$ cat src/rtl/logit_plan_pkg.sv
// Shared definitions for the PLAN-inverse (logit) datapath: FSM encoding and
// the Q16.16 breakpoint, offset and clamp constants.
package logit_plan_pkg;

  typedef enum logic [2:0] {
    ST_IDLE = 3'd0,
    ST_FOLD = 3'd1,
    ST_SEG  = 3'd2,
    ST_SIGN = 3'd3,
    ST_DONE = 3'd4
  } state_t;

  localparam int unsigned Q_FRAC = 16;

  localparam logic [31:0] Q_HALF     = 32'h0000_8000;  // 0.5
  localparam logic [31:0] Q_5_8      = 32'h0000_A000;  // 0.625
  localparam logic [31:0] Q_3_4      = 32'h0000_C000;  // 0.75
  localparam logic [31:0] Q_27_32    = 32'h0000_D800;  // 0.84375
  localparam logic [31:0] Q_59_64    = 32'h0000_EC00;  // 0.921875
  localparam logic [31:0] Q_ONE      = 32'h0001_0000;  // 1.0
  localparam logic [31:0] Q_FIVE     = 32'h0005_0000;  // 5.0

  // Rescale a Q16.16 constant to a format with 'frac' fractional bits.
  function automatic logic [63:0] q_scale(input logic [31:0] c, input int unsigned frac);
    logic [63:0] w;
    w = {32'h0000_0000, c};
    if (frac >= Q_FRAC) begin
      return w << (frac - Q_FRAC);
    end else begin
      return w >> (Q_FRAC - frac);
    end
  endfunction

endpackage

$ cat src/rtl/logit_plan_if.sv
// Operand/result handshake bundle for logit_plan.
interface logit_plan_if #(
  parameter int N = 32
);
  logic [N-1:0] y;
  logic         in_valid;
  logic         in_ready;
  logic [N-1:0] x;
  logic         sat;
  logic         out_valid;
  logic         out_ready;

  modport master (output y, in_valid, out_ready, input in_ready, x, sat, out_valid);
  modport slave  (input y, in_valid, out_ready, output in_ready, x, sat, out_valid);
endinterface

$ cat src/rtl/plan_inv_seg.sv
// Combinational inverse of the three positive PLAN segments: maps a folded
// probability m in [0.5,1.0) to the logit magnitude |x|.
module plan_inv_seg
  import logit_plan_pkg::*;
#(
  parameter int N = 32
) (
  input  logic [N-1:0] m,
  output logic [N-1:0] mag
);

  localparam logic [N-1:0] C_HALF  = N'(q_scale(Q_HALF,  N / 2));
  localparam logic [N-1:0] C_5_8   = N'(q_scale(Q_5_8,   N / 2));
  localparam logic [N-1:0] C_3_4   = N'(q_scale(Q_3_4,   N / 2));
  localparam logic [N-1:0] C_27_32 = N'(q_scale(Q_27_32, N / 2));
  localparam logic [N-1:0] C_59_64 = N'(q_scale(Q_59_64, N / 2));

  // Segment select and rescale; slopes 4, 8, 32 become left shifts.
  always_comb begin
    mag = '0;
    if ($signed(m) < $signed(C_3_4)) begin
      mag = (m - C_HALF) << 2'd2;
    end else if ($signed(m) < $signed(C_59_64)) begin
      mag = (m - C_5_8) << 2'd3;
    end else begin
      mag = (m - C_27_32) << 3'd5;
    end
  end

endmodule

$ cat src/rtl/logit_plan.sv
// Multi-cycle logit (inverse PLAN sigmoid) unit: accept y, fold about 0.5,
// invert the segment, apply sign/clamp, hold the result until taken.
module logit_plan
  import logit_plan_pkg::*;
#(
  parameter int N = 32
) (
  input  logic         clk,
  input  logic         rst_n,
  logit_plan_if.slave  bus
);

  localparam logic [N-1:0] C_HALF = N'(q_scale(Q_HALF, N / 2));
  localparam logic [N-1:0] C_ONE  = N'(q_scale(Q_ONE,  N / 2));
  localparam logic [N-1:0] C_FIVE = N'(q_scale(Q_FIVE, N / 2));

  state_t       state_r;
  state_t       state_nx_s;
  logic [N-1:0] y_r;
  logic [N-1:0] m_r;
  logic         neg_r;
  logic         sat_pos_r;
  logic         sat_neg_r;
  logic [N-1:0] mag_r;
  logic [N-1:0] x_r;
  logic         sat_r;
  logic         in_ready_r;
  logic         out_valid_r;

  logic [N-1:0] m_s;
  logic         neg_s;
  logic         sat_pos_s;
  logic         sat_neg_s;
  logic [N-1:0] mag_s;
  logic [N-1:0] x_nx_s;
  logic         sat_nx_s;
  logic         in_ready_nx_s;
  logic         out_valid_nx_s;

  // State register.
  always_ff @(posedge clk or negedge rst_n) begin
    if (!rst_n) begin
      state_r <= ST_IDLE;
    end else begin
      state_r <= state_nx_s;
    end
  end

  // Next-state logic: fixed four-cycle pipeline walk, then wait for the consumer.
  always_comb begin
    state_nx_s = state_r;
    case (state_r)
      ST_IDLE: begin
        if (bus.in_valid) begin
          state_nx_s = ST_FOLD;
        end else begin
          state_nx_s = ST_IDLE;
        end
      end
      ST_FOLD: state_nx_s = ST_SEG;
      ST_SEG:  state_nx_s = ST_SIGN;
      ST_SIGN: state_nx_s = ST_DONE;
      ST_DONE: begin
        if (bus.out_ready) begin
          state_nx_s = ST_IDLE;
        end else begin
          state_nx_s = ST_DONE;
        end
      end
      default: state_nx_s = ST_IDLE;
    endcase
  end

  // Output decode from the next state so the handshake flags come straight off flops.
  always_comb begin
    in_ready_nx_s  = 1'b0;
    out_valid_nx_s = 1'b0;
    case (state_nx_s)
      ST_IDLE: in_ready_nx_s  = 1'b1;
      ST_DONE: out_valid_nx_s = 1'b1;
      default: begin
        in_ready_nx_s  = 1'b0;
        out_valid_nx_s = 1'b0;
      end
    endcase
  end

  // Fold about 0.5 and classify the clamp cases; all comparisons are signed.
  always_comb begin
    sat_pos_s = ($signed(y_r) >= $signed(C_ONE));
    sat_neg_s = ($signed(y_r) <= $signed({N{1'b0}}));
    if ($signed(y_r) >= $signed(C_HALF)) begin
      m_s   = y_r;
      neg_s = 1'b0;
    end else begin
      m_s   = C_ONE - y_r;
      neg_s = 1'b1;
    end
  end

  plan_inv_seg #(.N(N)) u_seg (
    .m   (m_r),
    .mag (mag_s)
  );

  // Sign restore; the clamp overrides whatever the segment produced.
  always_comb begin
    if (sat_pos_r) begin
      x_nx_s   = C_FIVE;
      sat_nx_s = 1'b1;
    end else if (sat_neg_r) begin
      x_nx_s   = -C_FIVE;
      sat_nx_s = 1'b1;
    end else begin
      x_nx_s   = neg_r ? -mag_r : mag_r;
      sat_nx_s = 1'b0;
    end
  end

  // Datapath and handshake registers, each stage loaded only in its own state.
  always_ff @(posedge clk or negedge rst_n) begin
    if (!rst_n) begin
      y_r         <= '0;
      m_r         <= '0;
      neg_r       <= 1'b0;
      sat_pos_r   <= 1'b0;
      sat_neg_r   <= 1'b0;
      mag_r       <= '0;
      x_r         <= '0;
      sat_r       <= 1'b0;
      in_ready_r  <= 1'b1;
      out_valid_r <= 1'b0;
    end else begin
      in_ready_r  <= in_ready_nx_s;
      out_valid_r <= out_valid_nx_s;
      case (state_r)
        ST_IDLE: begin
          if (bus.in_valid) begin
            y_r <= bus.y;
          end
        end
        ST_FOLD: begin
          m_r       <= m_s;
          neg_r     <= neg_s;
          sat_pos_r <= sat_pos_s;
          sat_neg_r <= sat_neg_s;
        end
        ST_SEG:  mag_r <= mag_s;
        ST_SIGN: begin
          x_r   <= x_nx_s;
          sat_r <= sat_nx_s;
        end
        default: begin
        end
      endcase
    end
  end

  assign bus.in_ready  = in_ready_r;
  assign bus.out_valid = out_valid_r;
  assign bus.x         = x_r;
  assign bus.sat       = sat_r;

endmodule

$ cat src/flat_wrapper.sv
// flat-port wrapper written by rule: the top's interface ports become plain ports
module logit_plan_flat import logit_plan_pkg::*;
#(
  parameter int N = 32
)
  (clk, rst_n, bus_y, bus_in_valid, bus_out_ready, bus_in_ready, bus_x, bus_sat, bus_out_valid);
  logit_plan_if #(.N(N)) bus_i ();
  input  logic clk;
  input  logic rst_n;
  input wire logic [$bits(bus_i.y)-1:0] bus_y;
  input wire logic [$bits(bus_i.in_valid)-1:0] bus_in_valid;
  input wire logic [$bits(bus_i.out_ready)-1:0] bus_out_ready;
  output wire logic [$bits(bus_i.in_ready)-1:0] bus_in_ready;
  output wire logic [$bits(bus_i.x)-1:0] bus_x;
  output wire logic [$bits(bus_i.sat)-1:0] bus_sat;
  output wire logic [$bits(bus_i.out_valid)-1:0] bus_out_valid;
  assign bus_i.y = bus_y;
  assign bus_i.in_valid = bus_in_valid;
  assign bus_i.out_ready = bus_out_ready;
  assign bus_in_ready = bus_i.in_ready;
  assign bus_x = bus_i.x;
  assign bus_sat = bus_i.sat;
  assign bus_out_valid = bus_i.out_valid;
  logit_plan #(.N(N)) u_core (.clk(clk), .rst_n(rst_n), .bus(bus_i));
endmodule
$ cat config.mk
export PLATFORM = sky130hd
export DESIGN_NAME = logit_plan_flat
export DESIGN_NICKNAME = d
export VERILOG_FILES = /design/src/rtl/logit_plan_pkg.sv /design/src/rtl/logit_plan_if.sv /design/src/rtl/plan_inv_seg.sv /design/src/rtl/logit_plan.sv /design/src/flat_wrapper.sv
export SDC_FILE = /design/constraint.sdc
export NUM_CORES = 1
export LEC_CHECK = 0
export ABC_CLOCK_PERIOD_IN_PS = 5400
export BUFFER_PORTS_ARGS = -buffer_cell sky130_fd_sc_hd__clkbuf_2
export CORE_ASPECT_RATIO = 1.1
export CORE_MARGIN = 5
export CORE_UTILIZATION = 40
export DETAILED_ROUTE_END_ITERATION = 8
export PLACE_DENSITY = 0.62
export SLEW_MARGIN = 40
export SYNTH_ARGS = -nofsm -noshare
export SYNTH_HDL_FRONTEND = slang
export SYNTH_SLANG_ARGS = --single-unit
$ cat constraint.sdc
create_clock -name clk -period 5.4 [get_ports clk]
set_input_delay 0.54 -clock clk [delete_from_list [all_inputs] [get_ports clk]]
set_output_delay 0.54 -clock clk [all_outputs]
set_load 0.02 [all_outputs]
---- Yosys cells after proc, flatten, opt, wreduce, memory -nomap -nowiden ----
Index checks and enable logic that the tools add are counted.
cells by class
  add/sub/neg operators ................... 5
  order comparisons ....................... 5
  equal/unequal tests ..................... 5
  multiplexer cells ....................... 14
  reductions and logical operators ........ 3
operators by type and width
  kind                                                   count
  two-way mux 32 bit                                     6
  < comparator 32 x 17 -> 1 bit, second input constant   2
  >= comparator 32 x 17 -> 1 bit, second input constant  1
  >= comparator 32 x 18 -> 1 bit, second input constant  1
  <= comparator 32 x 1 -> 1 bit, second input constant   1
  negator 32 bit                                         1
  subtractor 17 x 32 -> 32 bit, first input constant     1
  subtractor 30 x 16 -> 30 bit, second input constant    1
  subtractor 29 x 16 -> 29 bit, second input constant    1
  subtractor 27 x 16 -> 27 bit, second input constant    1
  case mux 3 bit (5 select lines)                        1
  equality test 3 x 2 -> 1 bit, second input constant    2
  equality test 3 bit, second input constant             2
  logical NOT 3 bit                                      2
  two-way mux 1 bit                                      6
  equality test 3 x 1 -> 1 bit, second input constant    1
  two-way mux 3 bit                                      1
  AND reduction 2 bit                                    1
word-level totals
  register bits after elaboration ......... 137
  input port bits ......................... 36
  output and inout port bits .............. 35
  word-level logic and storage cells ...... 43

---- Longest topological paths before layout ----
  depth after elaboration ................. 4
  depth in mapped cells ................... 9

---- Hierarchy ----
From an unflattened synthesis, not the netlist that was laid out.
second synthesis, totals
  cell total of the unflattened synthesis .. 803
  area total of the unflattened synthesis .. 7,782.5 sq um
by module, submodules not included
  module        times used  cells each  area an instance (sq um)  sequential area each (sq um)
  logit_plan    1           613         6,449.9                   3,429.5
  plan_inv_seg  1           190         1,332.5                   0.0

---- Worst setup path after synthesis ----
No wires, ideal clock.
  path kind ............................... flip-flop to flip-flop
  start point ............................. register u_core.mag_r[14]
  end point ............................... register u_core.x_r[29] (netlist: u_core.bus.x[29])
  setup time .............................. 0.072 ns
  data arrival time ....................... 2.144 ns
  data required time ...................... 5.328 ns
  path slack .............................. 3.184 ns
  stages on the path, launching flop included .. 7
  path buffers ............................ 1
  period minus slack after synthesis ...... 2.216 ns
  path through ............................ dfrtp_1 or4_4 nand4bb_1 clkbuf_1 o41ai_1 mux2_2 nor2_1
on the way
  longest elaborated chain between the ends .. 4
RTL lines
  what                    line               source
  from (decl)             logit_plan.sv:24   logic [N-1:0] mag_r;
  from (signal assigned)  logit_plan.sv:148  ST_SEG: mag_r <= mag_s;
  negator 32 bit          logit_plan.sv:115  x_nx_s = neg_r ? -mag_r : mag_r;
  two-way mux 32 bit      logit_plan.sv:115
  two-way mux 32 bit      logit_plan.sv:111  end else if (sat_neg_r) begin
  two-way mux 32 bit      logit_plan.sv:108  if (sat_pos_r) begin
  to (signal assigned)    logit_plan.sv:150  x_r <= x_nx_s;
  to (decl)               logit_plan.sv:25   logic [N-1:0] x_r;
No other way between the ends.
A chain may end at the register's enable or synchronous reset.

---- Worst setup path after layout ----
  start point ............................. register u_core.mag_r[14]
  end point ............................... register u_core.x_r[22] (netlist: u_core.bus.x[22])
Same word-level chain as after synthesis.

==> flow_summary.rst <==
.. list-table::
   :header-rows: 1

   * - Metric
     - Value
   * - Area share of the leading cell type in the synthesized netlist
     - 42.82%
   * - Highest net fanout along the worst path
     - 12
   * - Post-cts sizing count
     - 0
   * - Post-route total power
     - 5.691 mW
   * - Post-DP HPWL
     - 13160 um
   * - Maximum clock skew at final layout
     - 0.008374 ns
   * - Count of buffer and inverter cells on the critical path
     - 0
   * - Diode count
     - 0
   * - Layout-stage area growth over the synthesis result
     - 14.84%
   * - Headroom to the max-slew limit
     - 47.49%
   * - Slowest cell on the critical path
     - sky130_fd_sc_hd__or4_1
   * - First-pass GRT wire length
     - 31850 um
   * - Synth top area cells
     - sky130_fd_sc_hd__dfrtp_1 43%, sky130_fd_sc_hd__o211ai_1 4.8%, sky130_fd_sc_hd__nand2_1 4.6%
   * - Number of antenna violations at the first check in global routing
     - 1
   * - Iteration count of the initial detailed-routing pass
     - 5
   * - Sinks on Clock Net
     - 133
   * - Clock Tree Root
     - sky130_fd_sc_hd__clkbuf_16
   * - Max-slew violation total from the final report
     - 0
   * - RSZ-0062 raised after global routing
     - false
   * - Depth of the CTS H-tree
     - 4
   * - Net count, final
     - 905
   * - Cell chain of the critical path
     - or4_4 > nand4bb_1 > or4_1 > a2111oi_0 > nor3b_1
   * - GRT Overall Usage
     - 17.37%
   * - Beginning of the worst register-to-register path
     - u_core.mag_r[14]
   * - # setup viols final
     - 0
   * - Syn Area/Cell
     - 9.284 um^2
   * - Result of the run
     - finished with violations
   * - Leading cell type by number of instances after synthesis
     - sky130_fd_sc_hd__dfrtp_1
   * - Post-synthesis cell area
     - 7715 um^2
   * - Data required time of the critical path
     - 5.69 ns
   * - Leakage power total
     - 3.716 nW
   * - Clock slew at reported path FFs
     - 0.06 ns
   * - Antenna Violating Nets Remaining
     - 0
   * - Rows
     - 53
   * - Starting density of the core
     - 40.54%
   * - Highest achievable clock rate
     - 365.3 MHz
   * - Data arrival, critical path
     - 3.02 ns
   * - GRT Residual Overflow
     - 0
   * - Core area
     - 19030 um^2
   * - Family with the most delay on the worst path
     - simple AND/OR/NAND/NOR gates
   * - Vias in the first global route
     - 6014
   * - Post-detailed-route via-to-cell ratio
     - 5.685
   * - Cell type with the highest aggregate area in the netlist
     - sky130_fd_sc_hd__dfrtp_1
   * - Endpoint class of the critical path
     - flop
   * - Worst slack on hold paths
     - -0.006775 ns
   * - Die Y-Extent
     - 155.7 um
   * - Die X
     - 142.4 um
   * - Hold buffer count at cts
     - 0
   * - I/O Buffers
     - 68
   * - Area of the die
     - 22170 um^2
   * - Clock buffers created by TritonCTS
     - 17
   * - Flop and latch count out of synthesis
     - 133
   * - Residual DRC
     - 0
   * - Share of the yosys chip area belonging to registers
     - 43.16%
   * - Number of enable-type register cells in the synthesized netlist
     - 0
   * - Ys async rst share
     - 100.0%
   * - Final cell count without fillers
     - 1121
   * - Gp weighted congestion
     - 0.8218
   * - Number of hold-slack violations in the final timing report
     - 7
   * - Top-level port count
     - 71
   * - Final TNS setup
     - 0 ns
   * - Post-CTS setup repair buffer count
     - 0
   * - Crit start category
     - flop
   * - Number of buffers between clock root and the deepest sink
     - 2
   * - Violations in the final reports
     - hold timing
   * - Synth Flop Type
     - sky130_fd_sc_hd__dfrtp_1
   * - Max-capacitance violation count
     - 0
   * - Routed WL
     - 18680 um
   * - Type of the worst setup path
     - reg -> reg
   * - Share of layout cells above drive strength 1
     - 18.42%
   * - Synth warn
     - 0
   * - Path type of the worst min-delay path
     - in -> async
   * - Starting DRC count in detailed routing
     - 331
   * - Number of distinct standard cells referenced by the synthesized netlist
     - 68
   * - Slowest Stage Delay on Critical Path
     - 0.58 ns
   * - Final routed wire length divided by cell count
     - 16.66 um
   * - Commonest cells in the netlist
     - 132 x sky130_fd_sc_hd__dfrtp_1, 94 x sky130_fd_sc_hd__nand2_1, 52 x sky130_fd_sc_hd__nand3_1
   * - Worst-case reg-to-reg path depth
     - 5
   * - Total power per unit cell area
     - 642.4 nW/um^2
   * - Post-placement cell count
     - 1088
   * - Actual transition at the worst max-transition pin
     - 0.7804 ns
   * - Peak supply drop
     - 0.3148 mV
   * - R2R setup slack
     - 2.66 ns
   * - CTS tree
     - done
   * - RR Endpoint
     - u_core.bus.x[22]
   * - Skew-Pair Late Insertion Delay
     - 0.42 ns
   * - Final critical delay including setup and external delays
     - 2.737 ns
   * - Post-Synthesis Cells
     - 831
   * - Number of vias in the routed layout
     - 6373
   * - Period utilisation layout
     - 50.69%
   * - Pin count of the biggest net entering global routing
     - 106
==> metrics by stage <==
| step | utilization, % | area, um^2 | setup slack [ns] | hold WS, ns |
|---|---|---|---|---|
| global route | 46.55 | 8860 | 2.495 | 0.002444 |
| floorplan | - | 7719 | 3.184 | 0.2444 |
| finish | 46.55 | 8860 | 2.663 | -0.006775 |
| CTS | 46.37 | 8825 | 2.679 | 0.2018 |
| detailed placement | 42.99 | 8182 | 2.692 | 0.4707 |
| global placement | 42.96 | 8177 | 2.742 | 0.4662 |
==> layer usage <==
layer	track usage, %	vias to the layer above	part of all wire [%]
li1	-	3138	-
met1	26.31	3079	50
met2	25.66	143	45
met3	3.188	13	4.3
met4	4.436	0	0.99
met5	0	-	0
==> sequential cells by signal (all words and copies together), names as in the netlist, 3 cells and up <==
| signal | flops |
|---|---|
| u_core.y_r | 32 |
| u_core.m_r | 32 |
| u_core.bus.x | 30 |
| u_core.state_r | 3 |
| u_core.mag_r | 30 |
==> worst reg2reg max path: stages (launching register included) <==
cell,delay [ns]
sky130_fd_sc_hd__dfrtp_1,0.41
sky130_fd_sc_hd__or4_4,0.56
sky130_fd_sc_hd__nand4bb_1,0.53
sky130_fd_sc_hd__or4_1,0.59
sky130_fd_sc_hd__a2111oi_0,0.43
sky130_fd_sc_hd__nor3b_1,0.09
==> worst max-delay path by stage <==
stage | from | end | slack (ns) | depth (start not counted)
6_report | u_core.mag_r[14] | u_core.bus.x[22] | 2.66 | 5
5_1_grt | u_core.mag_r[14] | u_core.bus.x[25] | 2.50 | 5
3_5_place_dp | u_core.mag_r[14] | u_core.bus.x[25] | 2.69 | 5
3_3_place_gp | u_core.mag_r[14] | u_core.bus.x[25] | 2.74 | 5
4_1_cts | u_core.mag_r[14] | u_core.bus.x[25] | 2.68 | 5
2_1_floorplan | u_core.mag_r[14] | u_core.bus.x[29] | 3.18 | 6
==> area by class of cell <==
| type | count | area, um^2 |
|---|---|---|
| Timing Repair Buffer | 78 | 445.4 |
| Tap cell | 247 | 309.0 |
| Multi-Input combinational cell | 618 | 4083 |
| Inverter | 13 | 48.80 |
| Clock buffer | 21 | 470.5 |
| Fill cell | 1860 | 10170 |
| Clock inverter | 11 | 172.7 |
| Sequential cell | 133 | 3331 |
==> report_power, final <==
part           switching (mW)  leakage, nW  internal, mW
registers               0.668         1.64          1.47
logic                    1.33         1.76         0.971
clock network           0.437        0.314         0.812
==> kinds of logic after synthesis <==
kind of cell | synth area share [%]
AO/OA/AOI/OAI | 16.14
XOR/XNOR | 5.222
adder cells (fa/ha/maj) | 1.297
buffers and inverters | 4.330
flip-flops | 43.16
multiplexers | 8.044
other | 0.04861
AND/OR/NAND/NOR | 21.76
==> layout by cell type (no fill, tap or decap), types with 17 or more instances in the layout <==
| cell | Yosys | layout |
|---|---|---|
| sky130_fd_sc_hd__a21oi_1 | 32 | 32 |
| sky130_fd_sc_hd__clkbuf_16 | 0 | 17 |
| sky130_fd_sc_hd__clkbuf_2 | 0 | 67 |
| sky130_fd_sc_hd__dfrtp_1 | 132 | 131 |
| sky130_fd_sc_hd__mux2_2 | 31 | 31 |
| sky130_fd_sc_hd__mux2i_1 | 26 | 26 |
| sky130_fd_sc_hd__nand2_1 | 94 | 93 |
| sky130_fd_sc_hd__nand3_1 | 52 | 52 |
| sky130_fd_sc_hd__nor2_1 | 45 | 45 |
| sky130_fd_sc_hd__nor3_1 | 22 | 22 |
| sky130_fd_sc_hd__nor4_1 | 17 | 17 |
| sky130_fd_sc_hd__o211ai_1 | 49 | 49 |
| sky130_fd_sc_hd__o21ai_0 | 41 | 41 |
| sky130_fd_sc_hd__or4_1 | 33 | 33 |
| sky130_fd_sc_hd__xnor2_1 | 30 | 30 |
Power figures use the tool's default switching activity.
